==> config.mk <==
export PLATFORM = sky130hd
export DESIGN_NAME = hw_dispatch_periph_if
export DESIGN_NICKNAME = d
export VERILOG_FILES = /design/src/rtl/hw_dispatch_pkg.sv /design/src/rtl/hw_dispatch_periph_ch.sv /design/src/rtl/hw_dispatch_periph_if.sv
export SDC_FILE = /design/constraint.sdc
export NUM_CORES = 1
export LEC_CHECK = 0
export CAP_MARGIN = 20
export CORE_AREA = 2 2 223 225
export DETAILED_ROUTE_END_ITERATION = 10
export DIE_AREA = 0 0 225 227
export PLACE_DENSITY = 0.51
export SETUP_SLACK_MARGIN = 0.5
export SLEW_MARGIN = 25
export SYNTH_ARGS = -nofsm -noshare
export SYNTH_HDL_FRONTEND = slang
export SYNTH_SLANG_ARGS = --single-unit
==> constraint.sdc <==
create_clock -name clk_i -period 4.4 [get_ports clk_i]
set_input_delay 0.88 -clock clk_i [delete_from_list [all_inputs] [get_ports clk_i]]
set_output_delay 0.88 -clock clk_i [all_outputs]
set_load 0.005 [all_outputs]
==> src/rtl/hw_dispatch_pkg.sv <==
// Shared constants and types for the hardware dispatch peripheral front end.
package hw_dispatch_pkg;

  // Word-aligned byte offsets decoded on each core's demux port
  localparam int unsigned DISP_OFF_FIFO = 'h0;
  localparam int unsigned DISP_OFF_CONF = 'h4;

  // reg_sel encodings understood by the dispatcher
  localparam logic [1:0] DISP_SEL_PUSH = 2'd0;
  localparam logic [1:0] DISP_SEL_CONF = 2'd1;

  typedef enum logic [1:0] {
    StIdle,
    StWaitEvt,
    StResp
  } disp_state_e;

endpackage

==> src/rtl/hw_dispatch_periph_ch.sv <==
// Single-core channel: decodes one port's accesses and sequences pops against the dispatcher.
module hw_dispatch_periph_ch
  import hw_dispatch_pkg::*;
#(
  parameter int unsigned ADDR_W = 4
) (
  input  logic              clk_i,
  input  logic              rst_ni,
  input  logic              req_i,
  input  logic [ADDR_W-1:0] add_i,
  input  logic              wen_i,
  input  logic [31:0]       wdata_i,
  output logic              gnt_o,
  output logic              r_valid_o,
  output logic [31:0]       r_rdata_o,
  output logic              r_opc_o,
  output logic              core_waiting_o,
  output logic              pop_req_o,
  output logic              pop_ack_o,
  input  logic [31:0]       dispatch_value_i,
  input  logic              dispatch_event_i,
  output logic              w_req_o,
  output logic [31:0]       w_data_o,
  output logic [1:0]        reg_sel_o
);

  disp_state_e state_q, state_d;
  logic [31:0] rdata_q, rdata_d;
  logic        opc_q, opc_d;

  logic is_fifo, is_conf;
  assign is_fifo = (add_i == ADDR_W'(DISP_OFF_FIFO));
  assign is_conf = (add_i == ADDR_W'(DISP_OFF_CONF));

  // Response data/opcode are only non-zero while in StResp.
  assign r_rdata_o = rdata_q;
  assign r_opc_o   = opc_q;

  // Next-state and strobe decode; strobes are forced low while reset is asserted.
  always_comb begin
    state_d        = state_q;
    rdata_d        = rdata_q;
    opc_d          = opc_q;
    gnt_o          = 1'b0;
    r_valid_o      = 1'b0;
    core_waiting_o = 1'b0;
    pop_req_o      = 1'b0;
    pop_ack_o      = 1'b0;
    w_req_o        = 1'b0;
    w_data_o       = '0;
    reg_sel_o      = DISP_SEL_PUSH;
    if (rst_ni) begin
      unique case (state_q)
        StIdle: begin
          gnt_o = req_i;
          if (req_i) begin
            if (wen_i && is_fifo) begin
              pop_req_o = 1'b1;
              state_d   = StWaitEvt;
            end else if (!wen_i && (is_fifo || is_conf)) begin
              w_req_o   = 1'b1;
              w_data_o  = wdata_i;
              reg_sel_o = is_conf ? DISP_SEL_CONF : DISP_SEL_PUSH;
              rdata_d   = '0;
              opc_d     = 1'b0;
              state_d   = StResp;
            end else begin
              rdata_d = '0;
              opc_d   = 1'b1;
              state_d = StResp;
            end
          end
        end
        StWaitEvt: begin
          core_waiting_o = 1'b1;
          if (dispatch_event_i) begin
            pop_ack_o = 1'b1;
            rdata_d   = dispatch_value_i;
            opc_d     = 1'b0;
            state_d   = StResp;
          end
        end
        StResp: begin
          // Grant is held off here so a new pop_req lands >= 2 cycles after pop_ack.
          r_valid_o = 1'b1;
          rdata_d   = '0;
          opc_d     = 1'b0;
          state_d   = StIdle;
        end
        default: state_d = StIdle;
      endcase
    end
  end

  // State and response registers.
  always_ff @(posedge clk_i or negedge rst_ni) begin
    if (!rst_ni) begin
      state_q <= StIdle;
      rdata_q <= '0;
      opc_q   <= 1'b0;
    end else begin
      state_q <= state_d;
      rdata_q <= rdata_d;
      opc_q   <= opc_d;
    end
  end

endmodule

==> src/rtl/hw_dispatch_periph_if.sv <==
// Per-core peripheral front end for the hardware dispatch FIFO: one channel FSM per core.
module hw_dispatch_periph_if
  import hw_dispatch_pkg::*;
#(
  parameter int unsigned NB_CORES = 4,
  parameter int unsigned ADDR_W   = 4
) (
  input  logic                             clk_i,
  input  logic                             rst_ni,
  input  logic [NB_CORES-1:0]              req_i,
  input  logic [NB_CORES-1:0][ADDR_W-1:0]  add_i,
  input  logic [NB_CORES-1:0]              wen_i,
  input  logic [NB_CORES-1:0][31:0]        wdata_i,
  output logic [NB_CORES-1:0]              gnt_o,
  output logic [NB_CORES-1:0]              r_valid_o,
  output logic [NB_CORES-1:0][31:0]        r_rdata_o,
  output logic [NB_CORES-1:0]              r_opc_o,
  output logic [NB_CORES-1:0]              core_waiting_o,
  output logic [NB_CORES-1:0]              pop_req_o,
  output logic [NB_CORES-1:0]              pop_ack_o,
  input  logic [NB_CORES-1:0][31:0]        dispatch_value_i,
  input  logic [NB_CORES-1:0]              dispatch_event_i,
  output logic [NB_CORES-1:0]              w_req_o,
  output logic [NB_CORES-1:0][31:0]        w_data_o,
  output logic [NB_CORES-1:0][1:0]         reg_sel_o
);

  for (genvar i = 0; i < NB_CORES; i++) begin : g_ch
    hw_dispatch_periph_ch #(
      .ADDR_W(ADDR_W)
    ) u_ch (
      .clk_i           (clk_i),
      .rst_ni          (rst_ni),
      .req_i           (req_i[i]),
      .add_i           (add_i[i]),
      .wen_i           (wen_i[i]),
      .wdata_i         (wdata_i[i]),
      .gnt_o           (gnt_o[i]),
      .r_valid_o       (r_valid_o[i]),
      .r_rdata_o       (r_rdata_o[i]),
      .r_opc_o         (r_opc_o[i]),
      .core_waiting_o  (core_waiting_o[i]),
      .pop_req_o       (pop_req_o[i]),
      .pop_ack_o       (pop_ack_o[i]),
      .dispatch_value_i(dispatch_value_i[i]),
      .dispatch_event_i(dispatch_event_i[i]),
      .w_req_o         (w_req_o[i]),
      .w_data_o        (w_data_o[i]),
      .reg_sel_o       (reg_sel_o[i])
    );
  end

endmodule

Word-level counts from Yosys, hierarchy flattened:

Cells that the tools add are included.

* output and inout bits: 292
* word-level logic and storage cells: 240
* register bits: 140

* mux-type cells: 168
* reductions and logical operators: 36
* equal/unequal tests: 24

Operators with widths (count)
* $mux W32: 32
* $pmux W32 S3: 4
* $mux W1: 92
* $mux W2: 32
* $ne A2 B2 Y1 const B: 12
* $reduce_and A5 Y1: 4
* $eq A4 B3 Y1 const B: 4
* $logic_not A4 Y1: 4
* $pmux W2 S2: 4
* $pmux W1 S3: 4
* $reduce_and A3 Y1: 4
* $reduce_bool A3 Y1: 4
* $eq A2 B1 Y1 const B: 4
* $eq A2 B2 Y1 const B: 4
* $logic_and A1 B1 Y1: 8
* $logic_not A2 Y1: 4
* $logic_not A1 Y1: 4
* $logic_or A1 B1 Y1: 4

Longest topological paths before layout:

* depth after elaboration: 8
* mapped depth: 8
* depth with buffers taken out: 6

Modules after synthesis:

From an unflattened synthesis, not the netlist that was laid out.

* cells, all modules: 812
* area, all modules: 7752.4 µm²

Modules (own cells, without submodules)
* hw_dispatch_periph_ch: seq. area each 875.8 µm², instances 4, area an instance 1938.1 µm², cells each 203

Worst setup path after synthesis:

No wires, ideal clock.

* path type: input to output
* from: input port add_i[5] (netlist name)
* to: output port w_req_o[1]
* required time: 3520 ps
* stages: 5
* data arrival time: 1997 ps
* path slack: 1523 ps
* cell sequence: or3_4 > nor2_1 > clkbuf_1 > and2_1 > buf_4

* longest elaborated chain between the ends: 8
* elaborated cells between the ends (all ways): 10
* those cells by class: eq/ne (1); mux (5); reduce/logical (4)

RTL lines
* start, declared: RTL line hw_dispatch_periph_if.sv:11 `input logic [NB_CORES-1:0][ADDR_W-1:0] add_i,`
* $eq A4 B3 Y1 / $logic_not A4 Y1 (equally long branches): RTL line hw_dispatch_periph_ch.sv:33, hw_dispatch_periph_ch.sv:32
* $logic_or A1 B1 Y1: RTL line hw_dispatch_periph_ch.sv:60 `end else if (!wen_i && (is_fifo || is_conf)) begin`
* $logic_and A1 B1 Y1: RTL line hw_dispatch_periph_ch.sv:60
* $mux W1: RTL line hw_dispatch_periph_ch.sv:60
* $mux W1 *: RTL line hw_dispatch_periph_ch.sv:57 `if (wen_i && is_fifo) begin`
* $mux W1 *: RTL line hw_dispatch_periph_ch.sv:56 `if (req_i) begin`
* $mux W1 *: RTL line hw_dispatch_periph_ch.sv:53 `unique case (state_q)`
* $mux W1 *: RTL line hw_dispatch_periph_ch.sv:52 `if (rst_ni) begin`
* end, declared: RTL line hw_dispatch_periph_if.sv:23 `output logic [NB_CORES-1:0] w_req_o,`

Every way passes the cells marked *; elsewhere a longest branch is shown, timed or not.

==> results.py <==
metrics = {
    "run_status": {
        "outcome": "finished, final reports clean",
    },
    "yosys": {
        "ys_ff_latch": 140,
        "synth_top_family_by_area": "simple AND/OR/NAND/NOR gates",
        "synth-simple-area-share_pct": 21.1,
        "ys_warn_count": 0,
        "ys.flop_type": "dfrtp_1",
        "synthTopCellsByArea": "dfrtp_1 44%, mux2i_1 16%, inv_1 6.8%",
        "synth-adder-area-share_pct": 2.51,
        "syn_area_mm2": 0.00798,
        "synth_compound_area_share_pct": 2.07,
        "synth_edf_count": 0,
        "yosys.area.top_type": "dfrtp_1",
        "synthMuxAreaShare_pct": 16.9,
        "syn_inst": 845,
        "seq_area_frac_synth_pct": 43.9,
        "synth_area_per_cell_um2": 9.44,
        "synth_top_area_share_pct": 43.9,
        "async_flop_share_pct": 100,
        "synthDistinctLibCells": 28,
        "synth-xor-area-share_pct": 0,
    },
    "clocking": {
        "htree_levels": 4,
        "cts.sinks": 140,
        "cts_resized": 0,
        "holdBufCountCts": 0,
        "post-cts-setup-buffers": 0,
        "cts_tree": "yes",
        "clockRootBuffer": "clkbuf_16",
        "path_clk_slew_ns": 0.06,
        "clockBufferDepth": 2,
        "numCtsBuffers": 17,
        "worstSkewPairLatency_ns": 0.45,
    },
    "route": {
        "drc": 0,
        "firstDrtPassIters": 5,
        "viasPerCell": 3.77,
        "routed_wl_mm": 33.9,
        "avgRoutedWirePerCell_um": 16.8,
        "drtIter0Drc": 290,
        "ant_nets": 0,
        "vias": 7594,
    },
    "pwr": {
        "p_leak_nw": 6.20,
        "peakVddDrop_mv": 0.268,
        "power.density_mw_per_mm2": 260,
    },
    "sta": {
        "hold_violations": 0,
        "rsz0062_at_grt": "false",
        "clock_skew_ns": 0.0126,
        "setup_violations": 0,
        "period_needed_ns": 3.80,
        "setup_tns_ns": 0,
        "maxClockFrequency_ghz": 0.263,
        "tightest_slew_ns": 0.619,
        "drv_slew": 0,
        "period_share_pct": 86.4,
        "slew_headroom_pct": 58.7,
        "setup_slack_ns": 0.599,
    },
    "floorplan": {
        "initial_core_util_pct": 16.4,
        "fp.dieH_um": 227,
        "die-area_mm2": 0.0511,
        "placementRows": 81,
        "die_w_um": 225,
        "io_pins": 578,
        "core_area_mm2": 0.0485,
    },
    "global_route": {
        "grt_pass1_wl_mm": 48.4,
        "grt_max_degree": 46,
        "grt_pass1_vias": 7878,
        "grt_use_total_pct": 12.8,
        "antenna_found_initial": 2,
        "overflow": 0,
    },
    "placement": {
        "numPortBuffers": 573,
        "gp_congestion": 0.773,
        "dp_slack_ns": 0.526,
        "dp_cells": 1983,
        "hpwl_mm": 26.9,
    },
    "run": {
        "maxCapViolCount": 0,
    },
    "layout": {
        "drive_above_1_share_pct": 5.39,
        "fillers": 5085,
        "mostFrequentLayoutCells": "572 x clkdlybuf4s50_1, 145 x inv_1, 140 x dfrtp_1",
        "post-route-util_pct": 30.5,
        "area_delta_synth_final_pct": 85.6,
        "finalNonFillerCells": 2015,
        "num-nets-final": 1682,
        "mostFrequentLayoutCell": "clkdlybuf4s50_1",
    },
    "setup_path": {
        "rr_endpoint": "g_ch[1].u_ch.r_opc_o",
        "crit_type": "input port to output port",
        "r2r_cells": 8,
        "cp_max_fo": 20,
        "crit_path_start_kind": "input port",
        "required_ns": 3.52,
        "r2r-start": "g_ch[1].u_ch.state_q[1]",
        "reg2reg_slack_ns": 1.91,
        "critPathArrivalTime_ns": 2.92,
        "endpoint_kind": "output port",
    },
    "worst_hold_path": {
        "min_path_type": "input port to asynchronous set/reset pin",
    },
}
## Yosys cell counts, types with 4 or more instances
cell / number
mux2i_1: 128
or3_4: 4
dfrtp_1: 140
and2_1: 76
ha_1: 16
buf_2: 5
nor2_1: 10
mux2_1: 4
nor3_4: 4
clkbuf_1: 33
buf_6: 12
buf_4: 32
nand2_1: 132
o221ai_2: 4
a21oi_1: 4
and3_1: 74
inv_1: 145
a211oi_1: 4
## cells by family (layout without fill, tap and decap cells)
kind of cell	count (synthesis)	in the layout
other cells	1	5
flops	140	140
mux	134	134
simple gates	310	310
buf+inv	228	772
fa+ha+maj	16	16
compound gates	16	16
## worst max-delay path, cell delays in order
cell	delay, ns
clkdlybuf4s50_1	0.43
or3_4	0.41
nor2_2	0.14
buf_6	0.24
and3_1	0.26
clkdlybuf4s50_1	0.54
## cell type report
type	instances	area [um2]	share of cell area, %
timing repair buffer	595	5960	40.2
sequential	140	3500	23.7
multi-input combinational	480	3420	23.1
tap	622	778	5.26
inverter	146	548	3.70
clock buffer	26	519	3.51
clock inverter	5	80.1	0.541
antenna	1	2.50	0.0169
## flip-flops by register name, indices dropped and copies added (netlist names)
register             flops
g_ch.u_ch.r_rdata_o    128
g_ch.u_ch.r_opc_o        4
g_ch.u_ch.state_q        8
## power by group
group / internal (W) / switching (W)
Clock: 0.000921 / 0.000580
Combinational: 0.000540 / 0.000435
Sequential: 0.00134 / 0.0000341
Total: 0.00280 / 0.00105
## how the worst max path moves through the flow
stage	start	endpoint	slack, ns	cells after the start
after floorplan	add_i[5]	w_req_o[1]	1.52	5
after detailed placement	add_i[5]	w_data_o[58]	0.53	6
after CTS	add_i[4]	w_data_o[58]	0.52	6
after global routing	add_i[4]	w_data_o[58]	0.52	6
after global placement	add_i[5]	w_data_o[58]	0.51	6
final	add_i[4]	w_data_o[58]	0.60	6
## stage by stage
step	instance area [um2]	hold slack, ns	power [W]
2_1_floorplan	7990	0.459	0.00189
3_3_place_gp	14200	0.474	0.00239
4_1_cts	14800	0.251	0.00394
5_1_grt	14800	0.257	0.00406
3_5_place_dp	14200	0.483	0.00240
6_report	14800	0.274	0.00385
## per-layer routing
layer	GRT usage, %	up-vias	part of all wire (%)
met5	0	-	0
met4	4.27	0	1.8
met3	3.79	27	7.2
met2	23.7	350	52
met1	14.0	3550	39
li1	-	3667	-
Power figures use the tool's default switching activity.
